--- src/rtl/motion_sequencer_pkg.sv ---
// Shared constants for the motion sequencer: state encodings, command width
// and default tuning values.
package motion_pkg;
  localparam int CMD_W = 8;

  localparam int DEF_THROTTLE_STEP = 4;
  localparam int DEF_BRAKE_STEP    = 8;
  localparam int DEF_MAX_CMD       = 255;
  localparam int DEF_STOP_HOLD     = 16;

  localparam logic [2:0] ST_HOLD   = 3'd0;
  localparam logic [2:0] ST_PARK   = 3'd1;
  localparam logic [2:0] ST_ACCEL  = 3'd2;
  localparam logic [2:0] ST_DECEL  = 3'd3;
  localparam logic [2:0] ST_EBRAKE = 3'd4;
endpackage

--- src/rtl/motion_sequencer_if.sv ---
// Controller/actuator bundle. There is no handshake: inputs are level decisions
// sampled every edge, and outputs are registered levels valid every cycle.
interface motion_sequencer_if;
  import motion_pkg::*;

  logic             accel_req;
  logic             stop_req;
  logic [CMD_W-1:0] car_speed;
  logic             door_closed;
  logic [CMD_W-1:0] throttle_cmd;
  logic [CMD_W-1:0] brake_cmd;
  logic             door_unlock;
  logic [2:0]       state;

  modport master (
    output accel_req, stop_req, car_speed, door_closed,
    input  throttle_cmd, brake_cmd, door_unlock, state
  );

  modport slave (
    input  accel_req, stop_req, car_speed, door_closed,
    output throttle_cmd, brake_cmd, door_unlock, state
  );
endinterface

--- src/rtl/motion_sequencer_sat_step.sv ---
// 8-bit saturating up/down stepper: dir_i=1 adds step_i clamped at MAX,
// dir_i=0 subtracts step_i clamped at zero. Arithmetic is done 9 bits wide.
module sat_step
  import motion_pkg::*;
#(
  parameter int MAX = DEF_MAX_CMD
) (
  input  logic [CMD_W-1:0] value_i,
  input  logic [CMD_W-1:0] step_i,
  input  logic             dir_i,
  output logic [CMD_W-1:0] result_o
);
  logic [CMD_W:0] sum;
  logic [CMD_W:0] diff;

  assign sum  = {1'b0, value_i} + {1'b0, step_i};
  assign diff = {1'b0, value_i} - {1'b0, step_i};

  always_comb begin
    result_o = '0;
    if (dir_i) begin
      result_o = (sum > (CMD_W+1)'(MAX)) ? CMD_W'(MAX) : sum[CMD_W-1:0];
    end else begin
      // A borrow out of the top bit means the subtraction went below zero.
      result_o = diff[CMD_W] ? '0 : diff[CMD_W-1:0];
    end
  end
endmodule

--- src/rtl/motion_sequencer.sv ---
// Actuator sequencer: turns accelerate/stop decisions into rate-limited
// throttle and brake commands, and unlocks the doors only after a stationary hold.
module motion_sequencer
  import motion_pkg::*;
#(
  parameter int THROTTLE_STEP = DEF_THROTTLE_STEP,
  parameter int BRAKE_STEP    = DEF_BRAKE_STEP,
  parameter int MAX_CMD       = DEF_MAX_CMD,
  parameter int STOP_HOLD     = DEF_STOP_HOLD
) (
  input logic               clk,
  input logic               rst,
  motion_sequencer_if.slave bus
);
  localparam int CNT_W = $clog2(STOP_HOLD + 1);

  logic [2:0]       state_q, state_d;
  logic [CNT_W-1:0] hold_cnt_q, hold_cnt_d;
  logic [CMD_W-1:0] throttle_q, throttle_d;
  logic [CMD_W-1:0] brake_q, brake_d;
  logic             unlock_q, unlock_d;
  logic [CMD_W-1:0] thr_res, brk_res;
  logic             go, speed_zero;

  assign go         = bus.accel_req && !bus.stop_req;
  assign speed_zero = (bus.car_speed == '0);

  always_comb begin
    state_d = ST_HOLD;
    case (state_q)
      ST_HOLD: begin
        if (go)                                                   state_d = ST_ACCEL;
        else if (speed_zero && hold_cnt_q == CNT_W'(STOP_HOLD-1)) state_d = ST_PARK;
        else                                                      state_d = ST_HOLD;
      end
      ST_PARK:   state_d = (go && bus.door_closed) ? ST_ACCEL : ST_PARK;
      ST_ACCEL: begin
        if (bus.stop_req)        state_d = ST_EBRAKE;
        else if (!bus.accel_req) state_d = ST_DECEL;
        else                     state_d = ST_ACCEL;
      end
      ST_DECEL: begin
        if (bus.stop_req)       state_d = ST_EBRAKE;
        else if (bus.accel_req) state_d = ST_ACCEL;
        else if (speed_zero)    state_d = ST_HOLD;
        else                    state_d = ST_DECEL;
      end
      ST_EBRAKE: state_d = speed_zero ? ST_HOLD : ST_EBRAKE;
      default:   state_d = ST_HOLD;
    endcase
  end

  assign hold_cnt_d = (state_q == ST_HOLD && speed_zero) ? hold_cnt_q + 1'b1 : '0;

  sat_step #(.MAX(MAX_CMD)) u_thr_step (
    .value_i  (throttle_q),
    .step_i   (CMD_W'(THROTTLE_STEP)),
    .dir_i    (state_d == ST_ACCEL),
    .result_o (thr_res)
  );

  sat_step #(.MAX(MAX_CMD)) u_brk_step (
    .value_i  (brake_q),
    .step_i   (CMD_W'(BRAKE_STEP)),
    .dir_i    (1'b1),
    .result_o (brk_res)
  );

  // Commands follow the state being entered, so a transition shows on the same edge.
  always_comb begin
    throttle_d = '0;
    brake_d    = CMD_W'(MAX_CMD);
    case (state_d)
      ST_ACCEL: begin
        throttle_d = thr_res;
        brake_d    = '0;
      end
      ST_DECEL: begin
        if (throttle_q != '0) begin
          throttle_d = thr_res;
          brake_d    = brake_q;
        end else begin
          throttle_d = '0;
          brake_d    = brk_res;
        end
      end
      default: begin
        throttle_d = '0;
        brake_d    = CMD_W'(MAX_CMD);
      end
    endcase
  end

  assign unlock_d = (state_d == ST_PARK);

  always_ff @(posedge clk) begin
    if (!rst) begin
      state_q    <= ST_HOLD;
      hold_cnt_q <= '0;
      throttle_q <= '0;
      brake_q    <= CMD_W'(MAX_CMD);
      unlock_q   <= 1'b0;
    end else begin
      state_q    <= state_d;
      hold_cnt_q <= hold_cnt_d;
      throttle_q <= throttle_d;
      brake_q    <= brake_d;
      unlock_q   <= unlock_d;
    end
  end

  assign bus.state        = state_q;
  assign bus.throttle_cmd = throttle_q;
  assign bus.brake_cmd    = brake_q;
  assign bus.door_unlock  = unlock_q;
endmodule

--- src/flat_wrapper.sv ---
// flat-port wrapper written by rule: the top's interface ports become plain ports
module motion_sequencer_flat import motion_pkg::*;
#(
  parameter int THROTTLE_STEP = DEF_THROTTLE_STEP,
  parameter int BRAKE_STEP    = DEF_BRAKE_STEP,
  parameter int MAX_CMD       = DEF_MAX_CMD,
  parameter int STOP_HOLD     = DEF_STOP_HOLD
)
  (clk, rst, bus_accel_req, bus_stop_req, bus_car_speed, bus_door_closed, bus_throttle_cmd, bus_brake_cmd, bus_door_unlock, bus_state);
  motion_sequencer_if bus_i ();
  input logic clk;
  input logic rst;
  input wire logic [$bits(bus_i.accel_req)-1:0] bus_accel_req;
  input wire logic [$bits(bus_i.stop_req)-1:0] bus_stop_req;
  input wire logic [$bits(bus_i.car_speed)-1:0] bus_car_speed;
  input wire logic [$bits(bus_i.door_closed)-1:0] bus_door_closed;
  output wire logic [$bits(bus_i.throttle_cmd)-1:0] bus_throttle_cmd;
  output wire logic [$bits(bus_i.brake_cmd)-1:0] bus_brake_cmd;
  output wire logic [$bits(bus_i.door_unlock)-1:0] bus_door_unlock;
  output wire logic [$bits(bus_i.state)-1:0] bus_state;
  assign bus_i.accel_req = bus_accel_req;
  assign bus_i.stop_req = bus_stop_req;
  assign bus_i.car_speed = bus_car_speed;
  assign bus_i.door_closed = bus_door_closed;
  assign bus_throttle_cmd = bus_i.throttle_cmd;
  assign bus_brake_cmd = bus_i.brake_cmd;
  assign bus_door_unlock = bus_i.door_unlock;
  assign bus_state = bus_i.state;
  motion_sequencer #(.THROTTLE_STEP(THROTTLE_STEP), .BRAKE_STEP(BRAKE_STEP), .MAX_CMD(MAX_CMD), .STOP_HOLD(STOP_HOLD)) u_core (.clk(clk), .rst(rst), .bus(bus_i));
endmodule
--- config.mk ---
export PLATFORM = sky130hd
export DESIGN_NAME = motion_sequencer_flat
export DESIGN_NICKNAME = d
export VERILOG_FILES = /design/src/rtl/motion_sequencer_pkg.sv /design/src/rtl/motion_sequencer_if.sv /design/src/rtl/motion_sequencer_sat_step.sv /design/src/rtl/motion_sequencer.sv /design/src/flat_wrapper.sv
export SDC_FILE = /design/constraint.sdc
export NUM_CORES = 1
export LEC_CHECK = 0
export BUFFER_PORTS_ARGS = -buffer_cell sky130_fd_sc_hd__buf_2
export CORE_MARGIN = 2
export CORE_UTILIZATION = 53
export CTS_CLUSTER_DIAMETER = 150
export DETAILED_ROUTE_END_ITERATION = 8
export PLACE_DENSITY = 0.8
export RECOVER_POWER = 25
export SYNTH_ARGS = -nofsm -noshare
export SYNTH_HDL_FRONTEND = slang
export SYNTH_SLANG_ARGS = --single-unit
--- constraint.sdc ---
create_clock -name clk -period 2.1 [get_ports clk]
set_clock_uncertainty 0.05 [all_clocks]
set_input_delay 0.315 -clock clk [delete_from_list [all_inputs] [get_ports clk]]
set_output_delay 0.315 -clock clk [all_outputs]
set_load 0.02 [all_outputs]
==> metrics.log <==
INFO  metric outcome = complete, no violations
INFO  metric post_synth_num_cell_types = just over 50
INFO  metric grt_max_degree = 14
INFO  metric total_number_of_h_tree_levels = 1
INFO  metric ys_ff_latch = 23
INFO  metric grt.overflow.total = 0
INFO  metric number_of_global_route_vias_before_repair = ~1200
INFO  metric wire_length_after_detailed_routing = around 3300 µm
INFO  metric power-per-cell-area = about 520 mW/mm²
INFO  metric worst_ep_required_time = about 2.3 ns
INFO  metric cts.root.buffer_cell = clkbuf_4
INFO  metric chipHeight = around 56 µm
INFO  metric synth-warning-count = 0
INFO  metric max_clock_freq = a little over 0.5 GHz
INFO  metric initial_util = between 50% and 60%
INFO  metric vias = 1415
INFO  metric period_share = 91.88%
INFO  metric sw_share = between 30 and 40%
INFO  metric first_pass_grt_wire_length = about 5700 µm
INFO  metric post_synth_instance_area = between 0.001 and 0.0015 mm²
INFO  metric timing.max_slew.rel_slack = 60.46%
INFO  metric postSynth.topFlopCell = dfxtp_1
INFO  metric worstSkewPairLatency = roughly 0.31 ns
INFO  metric maxCapViolCount = 0
INFO  metric post-place-cells = between 200 and 250
INFO  metric p_switching = approximately 260 µW
INFO  metric utilization = roughly 65%
INFO  metric post-synth-top-area-fraction = about a third
INFO  metric stdcell_count = ~240
INFO  metric worstHoldPathType = in2reg
INFO  metric core = 0.002545 mm²
INFO  metric area_growth_syn_to_fin = 13.73%
INFO  metric slew_violations = 0
INFO  metric crit_path_max_incr_delay = between 0.4 and 0.5 ns
INFO  metric synthArstFlopShare = 0%
INFO  metric worst_path_max_delay_cell = dfxtp_1
INFO  metric cts_tree = yes
INFO  metric placementRows = 18
INFO  metric drt_initial_violations = 65
INFO  metric power.sequential.fraction = between 50% and 60%
INFO  metric syn_nets = between 150 and 200
INFO  metric avgViaCountPerCell = approximately 6.0
INFO  metric grt_setup_unrepaired = no
INFO  metric finalCriticalPeriod = just under 2 ns
INFO  metric power.static_leakage = roughly 0.64 nW
INFO  metric routed_length_per_instance = roughly 14 µm
INFO  metric clock_sink_count = 23
INFO  metric initial_antenna_violation_count = 0
INFO  metric ctsLongestPathBuffers = 2
INFO  metric timing.critical_path.from_type = flip-flop
INFO  metric global_route.usage.total = between 20 and 25%
INFO  metric power_frac_clock = between 20% and 30%
INFO  metric path_cells = ha_1 > o2111ai_1 > o31ai_1 > a211o_4 > o21ai_0 > a22oi_1
INFO  metric antenna_cells = 0
INFO  metric die_w = between 50 and 60 µm
INFO  metric worst_pin_slew = ~0.6 ns
INFO  metric drtPass1Iterations = 4
INFO  metric critical_path_buf_inv_count = 0
INFO  metric synth_seq_area_share = 31.78%
INFO  metric synthesis.instances = 175
INFO  metric setup_viol_count_final = 0
INFO  metric power.internal = ~600 µW
INFO  metric timing_worst_setup_path_type = reg2reg
INFO  metric fill_cells = 240
INFO  metric tritoncts.num_buffers = 3
INFO  metric critPathCaptureType = flip-flop
INFO  metric drt.antenna.violating_nets = 0
INFO  metric number_of_flops_mapped_to_enable_cells_by_yosys = 0
INFO  metric syn_area_per_cell = ~8.3 µm²
INFO  metric yosysTopAreaCell = dfxtp_1
INFO  metric dieArea = 0.003168 mm²
INFO  metric holdBufCountCts = 0
INFO  metric yosys-top-cells-area = dfxtp_1 (32%), ha_1 (6.9%), nor2_1 (5.4%), xnor2_1 (4.8%), nand2_1 (4.7%)
INFO  metric num_io_pins = 33
INFO  metric clkTransAtPathRegs = ~0.12 ns
INFO  metric drive_gt1_share = 19.81%
INFO  metric critPathTopFamily = compound AO/OA/AOI/OAI gates
INFO  metric post-cts-setup-buffers = 0
INFO  metric combinationalPowerShare = between 20% and 30%
INFO  metric tns = 0 ns
INFO  metric count_of_instances_resized_after_the_clock_tree_is_built = 0
INFO  metric finalNetCount = approximately 230
INFO  metric holdWs = 0.3394 ns
INFO  metric hold_viol = 0
INFO  metric portBuffers = 32
INFO  metric detailedPlacementHpwl = 2551 µm
INFO  metric worst_ir_drop_vdd = roughly 0.36 mV
INFO  metric detail_route.drc_violations = 0
INFO  metric place.gp.congestion = about 0.88
INFO  metric critical_path_arrival = 2.08 ns
INFO  metric critical_path.max_fanout = 6
## logic make-up (layout without fill, tap and decap cells)
logic type,count (synthesis),after routing,synth area share [%]
xor+xnor,9,9,5.441
buf+inv,15,47,4.576
flops,23,23,31.78
compound gates,42,42,22.11
fa+ha+maj,8,8,6.909
simple gates,78,78,29.19
## sequential cells by signal (all words and copies together) (netlist names)
register	count
u_core.bus.throttle_cmd	8
u_core.bus.brake_cmd	6
u_core.hold_cnt_q	5
u_core.bus.state	3
u_core.bus.door_unlock	1
## cell type report
| class | count | area, µm² | share of cell area (%) |
|---|---|---|---|
| multi-input cells | 137 | 923.4 | 56.04 |
| flip-flops and latches | 23 | 460.4 | 27.94 |
| repair buffers | 34 | 166.4 | 10.10 |
| well taps | 30 | 37.54 | 2.278 |
| inverters | 9 | 33.78 | 2.050 |
| clock buffers | 4 | 26.28 | 1.595 |
## worst register-to-register path: stages (launching register included)
cell and delay [ns]:
dfxtp_1 0.45, ha_1 0.29, o2111ai_1 0.28, o31ai_1 0.12, a211o_4 0.37, o21ai_0 0.15, a22oi_1 0.10
## cell usage in the layout, fill, tap and decap left out, types with 2 or more instances in the layout
master	count
buf_2	25
dfxtp_1	23
nor2_1	21
nand2_1	18
inv_1	8
nand3_1	8
xnor2_1	8
ha_1	8
clkbuf_1	8
o21ai_0	7
a21oi_1	6
nor3_1	5
o22ai_1	5
and3_1	3
nand4_1	3
o32ai_1	3
and2_1	3
clkbuf_4	3
nor4_4	2
nor3b_1	2
nor2_2	2
a31oi_1	2
nor4_1	2
a211oi_1	2
nand3b_1	2
o311ai_1	2
buf_4	2
## through the flow
step	area [µm²]	power, mW	setup slack [ns]
after detailed placement	1629	0.6678	0.08668
after global routing	1648	0.9130	0.02219
after global placement	1629	0.6609	0.1768
after floorplan	1449	0.6083	0.1510
final	1648	0.8626	0.1705
after CTS	1655	0.8682	0.1052
## final timing paths
kind,end,startpoint,slack (ns),cells past startpoint
max,u_core.bus.brake_cmd[5]$_SDFFE_PN1P_,u_core.bus.brake_cmd[4]$_SDFFE_PN1P_,0.17,6
min,u_core.hold_cnt_q[4]$_SDFF_PN0_,bus_car_speed[6],0.34,4
max reg2reg,u_core.bus.brake_cmd[5]$_SDFFE_PN1P_,u_core.bus.brake_cmd[4]$_SDFFE_PN1P_,0.17,6
min reg2reg,u_core.hold_cnt_q[0]$_SDFF_PN0_,u_core.hold_cnt_q[0]$_SDFF_PN0_,0.41,1
## power by group through the flow
stage | combinational (mW) | sequential [mW] | clock (mW)
2_1_floorplan | 0.115 | 0.494 | 0
3_3_place_gp | 0.181 | 0.479 | 0
3_5_place_dp | 0.187 | 0.481 | 0
4_1_cts | 0.188 | 0.471 | 0.209
5_1_grt | 0.205 | 0.475 | 0.232
6_report | 0.187 | 0.472 | 0.203
## cells in the mapped netlist (3+ instances only)
master and number:
ha_1 8, dfxtp_1 23, and2_1 3, o32ai_1 3, nand2_1 18, and3_1 3, nand4_1 3, o21ai_0 7
a21oi_1 6, nand3_1 8, nor2_1 21, o22ai_1 5, nor3_1 5, inv_1 8, xnor2_1 8
## per-layer routing
layer	part of all wire (%)	track usage [%]	vias to the layer above	wire [µm]
li1	-	-	705	-
met1	48	29.91	658	1582
met5	0	0	-	0
met2	46	36.13	47	1540
met4	1.2	5.782	0	40
met3	4.8	2.995	5	159
No activity file was read; power rests on OpenSTA's default activity.
